File: src/rtl/step_mode_detector.sv
// Step-mode detector: classifies successive deltas of a 12-bit counter stream
// and locks onto a consistent step size (0, 1, 4 or 8).
module step_mode_detector #(
  parameter int LOCK_CNT = 4,
  parameter int LOSS_CNT = 2
) (
  input  logic        clk,
  input  logic        rst_n,
  input  logic        clr,
  input  logic        in_valid,
  input  logic [11:0] in_val,
  output logic [1:0]  mode_out,
  output logic        locked,
  output logic        err,
  output logic [7:0]  err_cnt
);

  // state  | meaning
  // IDLE   | no reference sample yet; next valid sample only loads prev_val
  // ACQ    | counting consecutive matching deltas against cand
  // LOCKED | mode_out valid; counting consecutive mismatches in miss_cnt
  typedef enum logic [1:0] {S_IDLE, S_ACQ, S_LOCKED} state_t;

  localparam logic [3:0] LOCK_TH = 4'(LOCK_CNT);
  localparam logic [3:0] LOSS_TH = 4'(LOSS_CNT);

  state_t      state_q, state_d;
  logic [11:0] prev_q, prev_d;
  logic [1:0]  cand_q, cand_d;
  logic [3:0]  match_q, match_d;
  logic [3:0]  miss_q, miss_d;
  logic [1:0]  mode_q, mode_d;
  logic        locked_q, locked_d;
  logic        err_q, err_d;
  logic [7:0]  err_cnt_q, err_cnt_d;

  logic [11:0] delta;
  logic [1:0]  cls;
  logic        cls_ok;
  logic [3:0]  match_inc;
  logic [3:0]  miss_inc;

  assign delta     = in_val - prev_q;
  assign match_inc = match_q + 4'd1;
  assign miss_inc  = miss_q + 4'd1;

  always_comb begin
    cls    = 2'b00;
    cls_ok = 1'b1;
    case (delta)
      12'd0:   cls = 2'b00;
      12'd1:   cls = 2'b01;
      12'd4:   cls = 2'b10;
      12'd8:   cls = 2'b11;
      default: cls_ok = 1'b0;
    endcase
  end

  always_comb begin
    state_d   = state_q;
    prev_d    = prev_q;
    cand_d    = cand_q;
    match_d   = match_q;
    miss_d    = miss_q;
    mode_d    = mode_q;
    locked_d  = locked_q;
    err_d     = 1'b0;
    err_cnt_d = err_cnt_q;

    if (in_valid) begin
      prev_d = in_val;
      case (state_q)
        S_IDLE: begin
          state_d = S_ACQ;
          match_d = 4'd0;
        end
        S_ACQ: begin
          if (!cls_ok) begin
            match_d = 4'd0;
            err_d   = 1'b1;
          end else if (cls == cand_q && match_q != 4'd0) begin
            match_d = match_inc;
            if (match_inc == LOCK_TH) begin
              state_d  = S_LOCKED;
              mode_d   = cand_q;
              locked_d = 1'b1;
              miss_d   = 4'd0;
              match_d  = 4'd0;
            end
          end else begin
            cand_d  = cls;
            match_d = 4'd1;
          end
        end
        S_LOCKED: begin
          if (cls_ok && cls == mode_q) begin
            miss_d = 4'd0;
          end else begin
            miss_d = miss_inc;
            err_d  = 1'b1;
            if (miss_inc == LOSS_TH) begin
              // Dropping lock seeds acquisition with the offending delta.
              state_d  = S_ACQ;
              locked_d = 1'b0;
              miss_d   = 4'd0;
              cand_d   = cls_ok ? cls : cand_q;
              match_d  = cls_ok ? 4'd1 : 4'd0;
            end
          end
        end
        default: state_d = S_IDLE;
      endcase
    end

    if (err_d && err_cnt_q != 8'hFF) begin
      err_cnt_d = err_cnt_q + 8'd1;
    end

    if (clr) begin
      state_d   = S_IDLE;
      prev_d    = prev_q;
      cand_d    = cand_q;
      match_d   = 4'd0;
      miss_d    = 4'd0;
      mode_d    = 2'b00;
      locked_d  = 1'b0;
      err_d     = 1'b0;
      err_cnt_d = 8'd0;
    end
  end

  always_ff @(posedge clk or negedge rst_n) begin
    if (!rst_n) begin
      state_q   <= S_IDLE;
      prev_q    <= 12'd0;
      cand_q    <= 2'b00;
      match_q   <= 4'd0;
      miss_q    <= 4'd0;
      mode_q    <= 2'b00;
      locked_q  <= 1'b0;
      err_q     <= 1'b0;
      err_cnt_q <= 8'd0;
    end else begin
      state_q   <= state_d;
      prev_q    <= prev_d;
      cand_q    <= cand_d;
      match_q   <= match_d;
      miss_q    <= miss_d;
      mode_q    <= mode_d;
      locked_q  <= locked_d;
      err_q     <= err_d;
      err_cnt_q <= err_cnt_d;
    end
  end

  assign mode_out = mode_q;
  assign locked   = locked_q;
  assign err      = err_q;
  assign err_cnt  = err_cnt_q;

endmodule

File: config.mk
export PLATFORM = sky130hd
export DESIGN_NAME = step_mode_detector
export DESIGN_NICKNAME = d
export VERILOG_FILES = /design/src/rtl/step_mode_detector.sv
export SDC_FILE = /design/constraint.sdc
export NUM_CORES = 1
export LEC_CHECK = 0
export CORE_ASPECT_RATIO = 1.75
export CORE_MARGIN = 2
export CORE_UTILIZATION = 30
export CTS_CLUSTER_SIZE = 20
export DETAILED_ROUTE_END_ITERATION = 6
export GPL_ROUTABILITY_DRIVEN = 1
export MAX_ROUTING_LAYER = met4
export RECOVER_POWER = 100
export SLEW_MARGIN = 0
export SYNTH_ARGS = -nofsm -noshare
export SYNTH_HDL_FRONTEND = slang
export SYNTH_SLANG_ARGS = --single-unit
File: constraint.sdc
create_clock -name clk -period 3.2 [get_ports clk]
set_clock_uncertainty 0.15 [all_clocks]
set_input_delay 0.48 -clock clk [delete_from_list [all_inputs] [get_ports clk]]
set_output_delay 0.48 -clock clk [all_outputs]
set_load 0.02 [all_outputs]
==> impl_metrics.tcl, run 1 <==
set metrics [dict create \
    async_flop_share_pct 100 \
    yosysSeqAreaShare_pct 29.7 \
    grt_pass1_vias 3185 \
    die_x_um 80.0 \
    core_area_sq_mm 0.00985 \
    violations "max-capacitance violations, max-slew violations, negative setup slack" \
    crit_path_max_incr_delay_ps 480 \
    diodes 0 \
    port_buffers 27 \
    synth_xor_area_share_pct 4.37 \
    worst_slew_pin_slew_ps 2070 \
    yosys_warnings 0 \
    min_period_over_period_pct 102 \
    multi_input_area_sq_mm 0.00235 \
    critical_path_class "flip-flop to flip-flop" \
    cp.arrival_ps 3340 \
    rr_worst_depth 13 \
    die-area_sq_mm 0.0110 \
    worstPathCellList "ha_4 > fa_2 > buf_6 > xnor2_4 > xnor3_1 > a21boi_2 > nor4b_4 > buf_4 > a31oi_4 > o21ai_2 > buf_12 > or4_4 > a21oi_2" \
    clockBufferDepth 2 \
    place_area_sq_mm 0.00384 \
    synth-edff-count 0 \
    antenna_found_initial 0 \
    synth_top_family_by_area "compound AO/OA/AOI/OAI gates" \
    synth.mux.area_fraction_pct 3.55 \
    syn_inst 353 \
    layout.cells.non_filler 568 \
    drcViolationCount 0 \
    min_path_cells 2 \
    whs_ps 306 \
    stdcell_area_sq_mm 0.00452 \
    cts_sinks 36 \
    cts_root_buf "clkbuf_16" \
    p_int_mw 1.37 \
    nets 480 \
    syn_area_sq_mm 0.00303 \
    p_switching_uw 724 \
    end_kind "flip-flop" \
    p_total_mw 2.10 \
    worstPathRequired_ps 3270 \
    rsz0062_at_grt "true" \
    startpoint "prev_q[0]$_DFFE_PN0P_" \
    grt_max_degree 37 \
    r2r-end "err_cnt[7]$_DFFE_PN0P_" \
    p_per_area_mw_per_mm2 464 \
    avgSynthCellArea_sq_um 8.59 \
    routed_via_density 5.27 \
    rr_startpoint "prev_q[0]$_DFFE_PN0P_" \
    crit_path_start_kind "flip-flop" \
    dp_hpwl_mm 6.11 \
    peakVddDrop_uv 228 \
    max_slew_margin_pct -37.7 \
    synth-simple-area-share_pct 22.2 \
    synthAdderAreaFrac_pct 9.32 \
    cts_buffers 5 \
    nFillCells 967 \
    p_clk_share_pct 27.7 \
    synth-compound-area-share_pct 24.9 \
    status "finished, violations left" \
    period_needed_ps 3270 \
    insertion_delay_ps 290 \
    setup_slack_ps -66.6 \
    combPwrFrac_pct 48.5 \
    r2r_setup_slack_ps -70 \
    yosys.area.top_type "dfrtp_1" \
    htreeDepth 2 \
    clk_pin_slew_ps 60 \
    synth_commonest_cells "dfrtp_1, nand2_1, inv_1, ha_1, nor2_1" \
    leakage_nw 1.96 \
    synth.area.top_cells "dfrtp_1, ha_1, nand2_1" \
    setup_viol 12 \
    initial_utilization_pct 30.8 \
    track_usage_pct 17.4 \
    overflow 0 \
    syn_to_final_growth_pct 49.1 \
    ff_latch_area_sq_um 901 \
    boundaryPins 28 \
    ctsHoldBuffers 0 \
    cts_tree "yes" \
    wirelength_mm 8.70 \
    drive_gt1_share_pct 35.7 \
    ys_types 69 \
    min_to "prev_q[0]$_DFFE_PN0P_" \
    placed_cells 544 \
    ys_ff_latch 36 \
    num_vias 2995 \
    ys.flop_type "dfrtp_1" \
    seqPwrFrac_pct 23.8 \
    yosysTopAreaCellShare_pct 29.7 \
    first_pass_iters 4 \
    yosysMostFrequentCell "dfrtp_1" \
    drtIter0Drc 108 \
    rows 48 \
    place_congestion 0.901 \
    finalSetupTns_ps -291 \
    clock.fmax_mhz 306 \
    wl_per_cell_um 15.3 \
    slew_viol_final 37 \
    die-height_um 137 \
    ant_nets 0 \
    cp_max_fo 12 \
    holdCritPathClass "primary input to flip-flop" \
    hold_viol 0 \
    cp_slowest_cell "or4_4" \
    sw_frac_of_total_pct 34.5 \
    synthesis.nets 391 \
    drv_cap 1 \
    holdCritStartpoint "in_val[0]" \
    grt_first_pass_wirelength_mm 14.6 \
]
==> layout make-up <==
type | instances | share of cell area [%]
Clock buffer | 5 | 2.77
Clock inverter | 3 | 1.02
Inverter | 27 | 2.24
Multi-Input combinational cell | 274 | 51.9
Sequential cell | 36 | 19.9
Tap cell | 125 | 3.46
Timing Repair Buffer | 98 | 18.7
==> cells by family after synthesis <==
group / Yosys count
AO/OA/AOI/OAI: 106
XOR/XNOR: 12
adder cells (fa/ha/maj): 22
buffers and inverters: 43
flip-flops: 36
multiplexers: 10
AND/OR/NAND/NOR: 124
==> power by group through the flow <==
stage | clock [mW] | combinational, mW | sequential (mW)
2_1_floorplan | 0 | 0.498 | 0.506
3_3_place_gp | 0 | 0.803 | 0.505
3_5_place_dp | 0 | 0.813 | 0.506
4_1_cts | 0.594 | 0.959 | 0.499
5_1_grt | 0.613 | 1.10 | 0.502
6_report | 0.581 | 1.02 | 0.499
==> critical path: cells and delay by family, from the launching register on <==
family	cells	cell delay, ps
simple gates	2	540
fa+ha+maj	2	570
xor+xnor	2	440
compound gates	4	610
buf+inv	3	470
flops	1	400
==> worst max-delay path by stage <==
stage / endpoint / slack, ps / depth (start not counted)
floorplan: match_q[2]$_DFFE_PN0P_ / -9 / 11
global route: err_cnt[7]$_DFFE_PN0P_ / -180 / 13
detailed placement: err_cnt[5]$_DFFE_PN0P_ / -780 / 14
global placement: miss_q[1]$_DFFE_PN0P_ / -670 / 15
CTS: err_cnt[7]$_DFFE_PN0P_ / -50 / 14
finish: err_cnt[7]$_DFFE_PN0P_ / -70 / 13
==> metrics by stage <==
step | util, % | setup slack, ps
floorplan | - | -9.47
global placement | 39.0 | -672
detailed placement | 39.0 | -777
CTS | 44.6 | -51.1
global route | 45.9 | -180
finish | 45.9 | -66.6
==> placed cells by master (no fill, tap or decap), types with 4 or more instances in the layout <==
cell,netlist,layout
a21o_1,4,4
ha_1,21,11
dfrtp_1,36,36
nor2_1,21,20
or2_2,6,5
dlygate4sd3_1,0,13
inv_1,27,24
o211ai_1,7,7
buf_6,2,10
nor2b_1,8,6
mux2i_1,4,4
buf_4,0,58
nand2_1,32,31
clkbuf_16,0,5
ha_4,0,10
a31oi_1,8,5
a21oi_2,1,8
or3_1,5,4
nand3b_1,4,4
o21a_1,5,5
a21oi_1,19,10
nor3_1,9,8
mux2_4,0,4
nand3_1,11,10
o31ai_1,5,4
dlygate4sd2_1,0,6
nand4_1,8,8
xnor2_1,6,5
o21ai_0,18,16
o21ai_1,5,6
==> state kept, by name, indices dropped and copies added, names as in the netlist, 2 cells and up <==
name	count
mode_out	2
cand_q	2
err_cnt	8
prev_q	12
miss_q	4
match_q	4
state_q	2
==> layer usage <==
| layer | up-vias | GRT usage (%) | part of all wire [%] |
|---|---|---|---|
| met1 | 1443 | 17.4 | 38 |
| met5 | - | - | 0 |
| met2 | 58 | 32.5 | 57 |
| met3 | 21 | 2.37 | 2.6 |
| li1 | 1473 | - | - |
| met4 | 0 | 8.00 | 3.2 |
==> repair_timing <==
item,4_1_cts,5_1_grt
pin swaps,33,22
endpoints found under the setup margin,23,23
buffers inserted,15,3
gates cloned,0,0
gates resized for setup,62,27
(Power assumes the default switching activity.)
==> run 2: changes to the inputs <==
--- a/config.mk
+++ b/config.mk
@@ -5,6 +5,7 @@
 export SDC_FILE = /design/constraint.sdc
 export NUM_CORES = 1
 export LEC_CHECK = 0
+export CAP_MARGIN = 0
 export CORE_ASPECT_RATIO = 1.75
 export CORE_MARGIN = 2
 export CORE_UTILIZATION = 30
==> results of run 2 <==
No change in the layout: final DEF, timing and power equal those of run 1.
==> run 3: changes to the inputs <==
--- a/config.mk
+++ b/config.mk
@@ -5,6 +5,7 @@
 export SDC_FILE = /design/constraint.sdc
 export NUM_CORES = 1
 export LEC_CHECK = 0
+export ABC_AREA = 1
 export CAP_MARGIN = 0
 export CORE_ASPECT_RATIO = 1.75
 export CORE_MARGIN = 2
==> run 3 against run 2 <==
Compared with the run above: the run ends with max-capacitance violations, max-slew violations left; sequential power rose by 7.8%; via count down 2.1%; routed wire length fell by 12%; highest routed layer unchanged.
==> impl_metrics.tcl, run 3 <==
set metrics [dict create \
    syn_to_final_growth_pct 30.3 \
    clk_pin_slew_ps 60 \
    port_buffers 27 \
    yosysTopAreaCellShare_pct 29.8 \
    synth-edff-count 0 \
    placed_cells 603 \
    track_usage_pct 14.7 \
    worst_slew_pin_slew_ps 2060 \
    ff_latch_area_sq_um 901 \
    min_period_over_period_pct 94.8 \
    insertion_delay_ps 280 \
    grt_first_pass_wirelength_mm 12.4 \
    crit_path_start_kind "primary input" \
    p_int_mw 1.21 \
    p_total_mw 1.99 \
    core_area_sq_mm 0.00985 \
    p_clk_share_pct 28.0 \
    grt_max_degree 37 \
    ctsHoldBuffers 0 \
    overflow 0 \
    cts_root_buf "clkbuf_16" \
    drv_cap 1 \
    place_area_sq_mm 0.00354 \
    combPwrFrac_pct 44.9 \
    synth_xor_area_share_pct 3.18 \
    synth.area.top_cells "dfrtp_1, nand2_1, ha_1" \
    synth-compound-area-share_pct 5.87 \
    yosysSeqAreaShare_pct 29.8 \
    die-area_sq_mm 0.0109 \
    first_pass_iters 4 \
    ys_types 36 \
    leakage_nw 2.03 \
    peakVddDrop_uv 301 \
    syn_inst 441 \
    clock.fmax_mhz 330 \
    wl_per_cell_um 12.4 \
    sw_frac_of_total_pct 39.3 \
    largest_reg_flops 12 \
    final_common_cell "nand2_1" \
    end_kind "flip-flop" \
    wirelength_mm 7.66 \
    max_slew_margin_pct -37.0 \
    async_flop_share_pct 100 \
    cp.arrival_ps 3110 \
    yosys_warnings 0 \
    dp_hpwl_mm 5.75 \
    cts_sinks 36 \
    yosysMostFrequentCell "nand2_1" \
    period_needed_ps 3030 \
    boundaryPins 28 \
    stdcell_area_sq_mm 0.00394 \
    seqPwrFrac_pct 27.1 \
    p_per_area_mw_per_mm2 505 \
    initial_utilization_pct 30.7 \
    p_switching_uw 782 \
    place_congestion 0.889 \
    synth.mux.area_fraction_pct 0.372 \
    hold_viol 0 \
    ys.flop_type "dfrtp_1" \
    critical_path_class "primary input to flip-flop" \
    cts_tree "yes" \
    nFillCells 1018 \
    antenna_found_initial 0 \
    cts_buffers 5 \
    die_x_um 79.9 \
    holdCritPathClass "flip-flop to flip-flop" \
    final_cell_mix "nand2_1, inv_1, nor2_1" \
    nets 532 \
    rows 48 \
    synth_commonest_cells "nand2_1, inv_1, nor2_1, nand3_1, dfrtp_1" \
    drtIter0Drc 85 \
    layout.cells.non_filler 620 \
    clockBufferDepth 2 \
    violations "max-capacitance violations, max-slew violations" \
    yosys.area.top_type "dfrtp_1" \
    diodes 0 \
    syn_area_sq_mm 0.00303 \
    setup_slack_ps 167 \
    synthAdderAreaFrac_pct 9.35 \
    setup_viol 0 \
    top_register "prev_q" \
    slew_viol_final 37 \
    ant_nets 0 \
    cp_max_fo 7 \
    num_vias 2931 \
    worstPathRequired_ps 3270 \
    synth_top_family_by_area "simple AND/OR/NAND/NOR gates" \
    multi_input_area_sq_mm 0.00200 \
    htreeDepth 2 \
    ys_ff_latch 36 \
    die-height_um 137 \
    avgSynthCellArea_sq_um 6.86 \
    drive_gt1_share_pct 20.4 \
    synth-simple-area-share_pct 41.6 \
    place_ws_ps -445 \
    grt_pass1_vias 2862 \
    routed_via_density 4.73 \
    drcViolationCount 0 \
    synthesis.nets 479 \
    status "finished, violations left" \
]
## run 3: cell types whose count changed after synthesis, moves of 8 or more
| cell | delta |
|---|---|
| nand3_1 | +29 |
| inv_1 | +41 |
| nor2_1 | +22 |
| nor2b_1 | -8 |
| nand2_1 | +95 |
| nand2_2 | +9 |
| o21ai_0 | -13 |
## run 3: routing by layer
metal  wire (um)  share of wire (%)  vias to the layer above  global-route usage, %
li1            -                  -                     1494                      -
met1        2870                 37                     1374                   13.5
met2        4270                 56                       43                   28.4
met3         207                2.7                       20                   2.44
met4         310                4.0                        0                   7.25
met5           0                  0                        -                      -
## run 3: worst max-delay path, cell delays in order
cell and delay [ps]:
clkdlybuf4s50_1 500, inv_2 50, fa_2 340, inv_2 70
nand2_2 60, nand2_4 80, nand2_2 60, nand2_2 80
nand2_2 50, inv_2 50, nand2_2 50, nor2_4 140
nand2_4 80, nor2_4 140, nand2_2 80, nand2_2 90
nand2_4 70, nand2_4 90, nand2_4 50, nand2_4 100
nand3_4 120, nand2_8 140, nand2_2 50, nand2_1 60
## run 3: path summary, 6_finish.rpt
kind | from | slack, ps | end | cells past startpoint
max | in_val[1] | 170 | err_cnt[0]$_DFFE_PN0P_ | 24
min | prev_q[0]$_DFFE_PN0P_ | 360 | prev_q[0]$_DFFE_PN0P_ | 2
max reg2reg | prev_q[0]$_DFFE_PN0P_ | 290 | err_cnt[0]$_DFFE_PN0P_ | 23
min reg2reg | prev_q[0]$_DFFE_PN0P_ | 360 | prev_q[0]$_DFFE_PN0P_ | 2
max in group asynchronous | rst_n | 1080 | miss_q[0]$_DFFE_PN0P_ | 1
min in group asynchronous | rst_n | 640 | err$_DFF_PN0_ | 1
## run 3: stage by stage
step	TNS, ps	hold WS [ps]	utilization (%)
5_1_grt	-305	386	40.0
2_1_floorplan	0	34.4	-
4_1_cts	0	200	38.1
3_5_place_dp	-9310	342	36.0
6_report	0	357	40.0
3_3_place_gp	-8180	330	36.0
## run 3: layout make-up
type                    instances  share of cell area (%)
multi-input cells             328                    50.8
repair buffers                 52                    11.4
inverters                      71                    6.76
well taps                     125                    3.97
flip-flops and latches         36                    22.8
clock buffers                   6                    3.27
clock inverters                 2                   0.889
## run 3: kinds of logic (layout without fill, tap and decap cells)
family	after synthesis	in the layout
simple gates	260	261
xor+xnor	11	11
flops	36	36
fa+ha+maj	22	22
mux	1	1
compound gates	33	33
buf+inv	78	131
## run 3: power groups by stage
stage / sequential [mW] / combinational (mW) / clock (mW)
2_1_floorplan: 0.555 / 0.565 / 0
3_3_place_gp: 0.545 / 0.799 / 0
3_5_place_dp: 0.547 / 0.809 / 0
4_1_cts: 0.539 / 0.840 / 0.576
5_1_grt: 0.546 / 1.00 / 0.590
6_report: 0.538 / 0.894 / 0.558
## run 3: what timing repair did
action,in CTS,in global routing
gates cloned,1,0
setup endpoints to repair,22,24
setup buffers,2,6
pin swaps,5,12
gates resized for setup,6,39
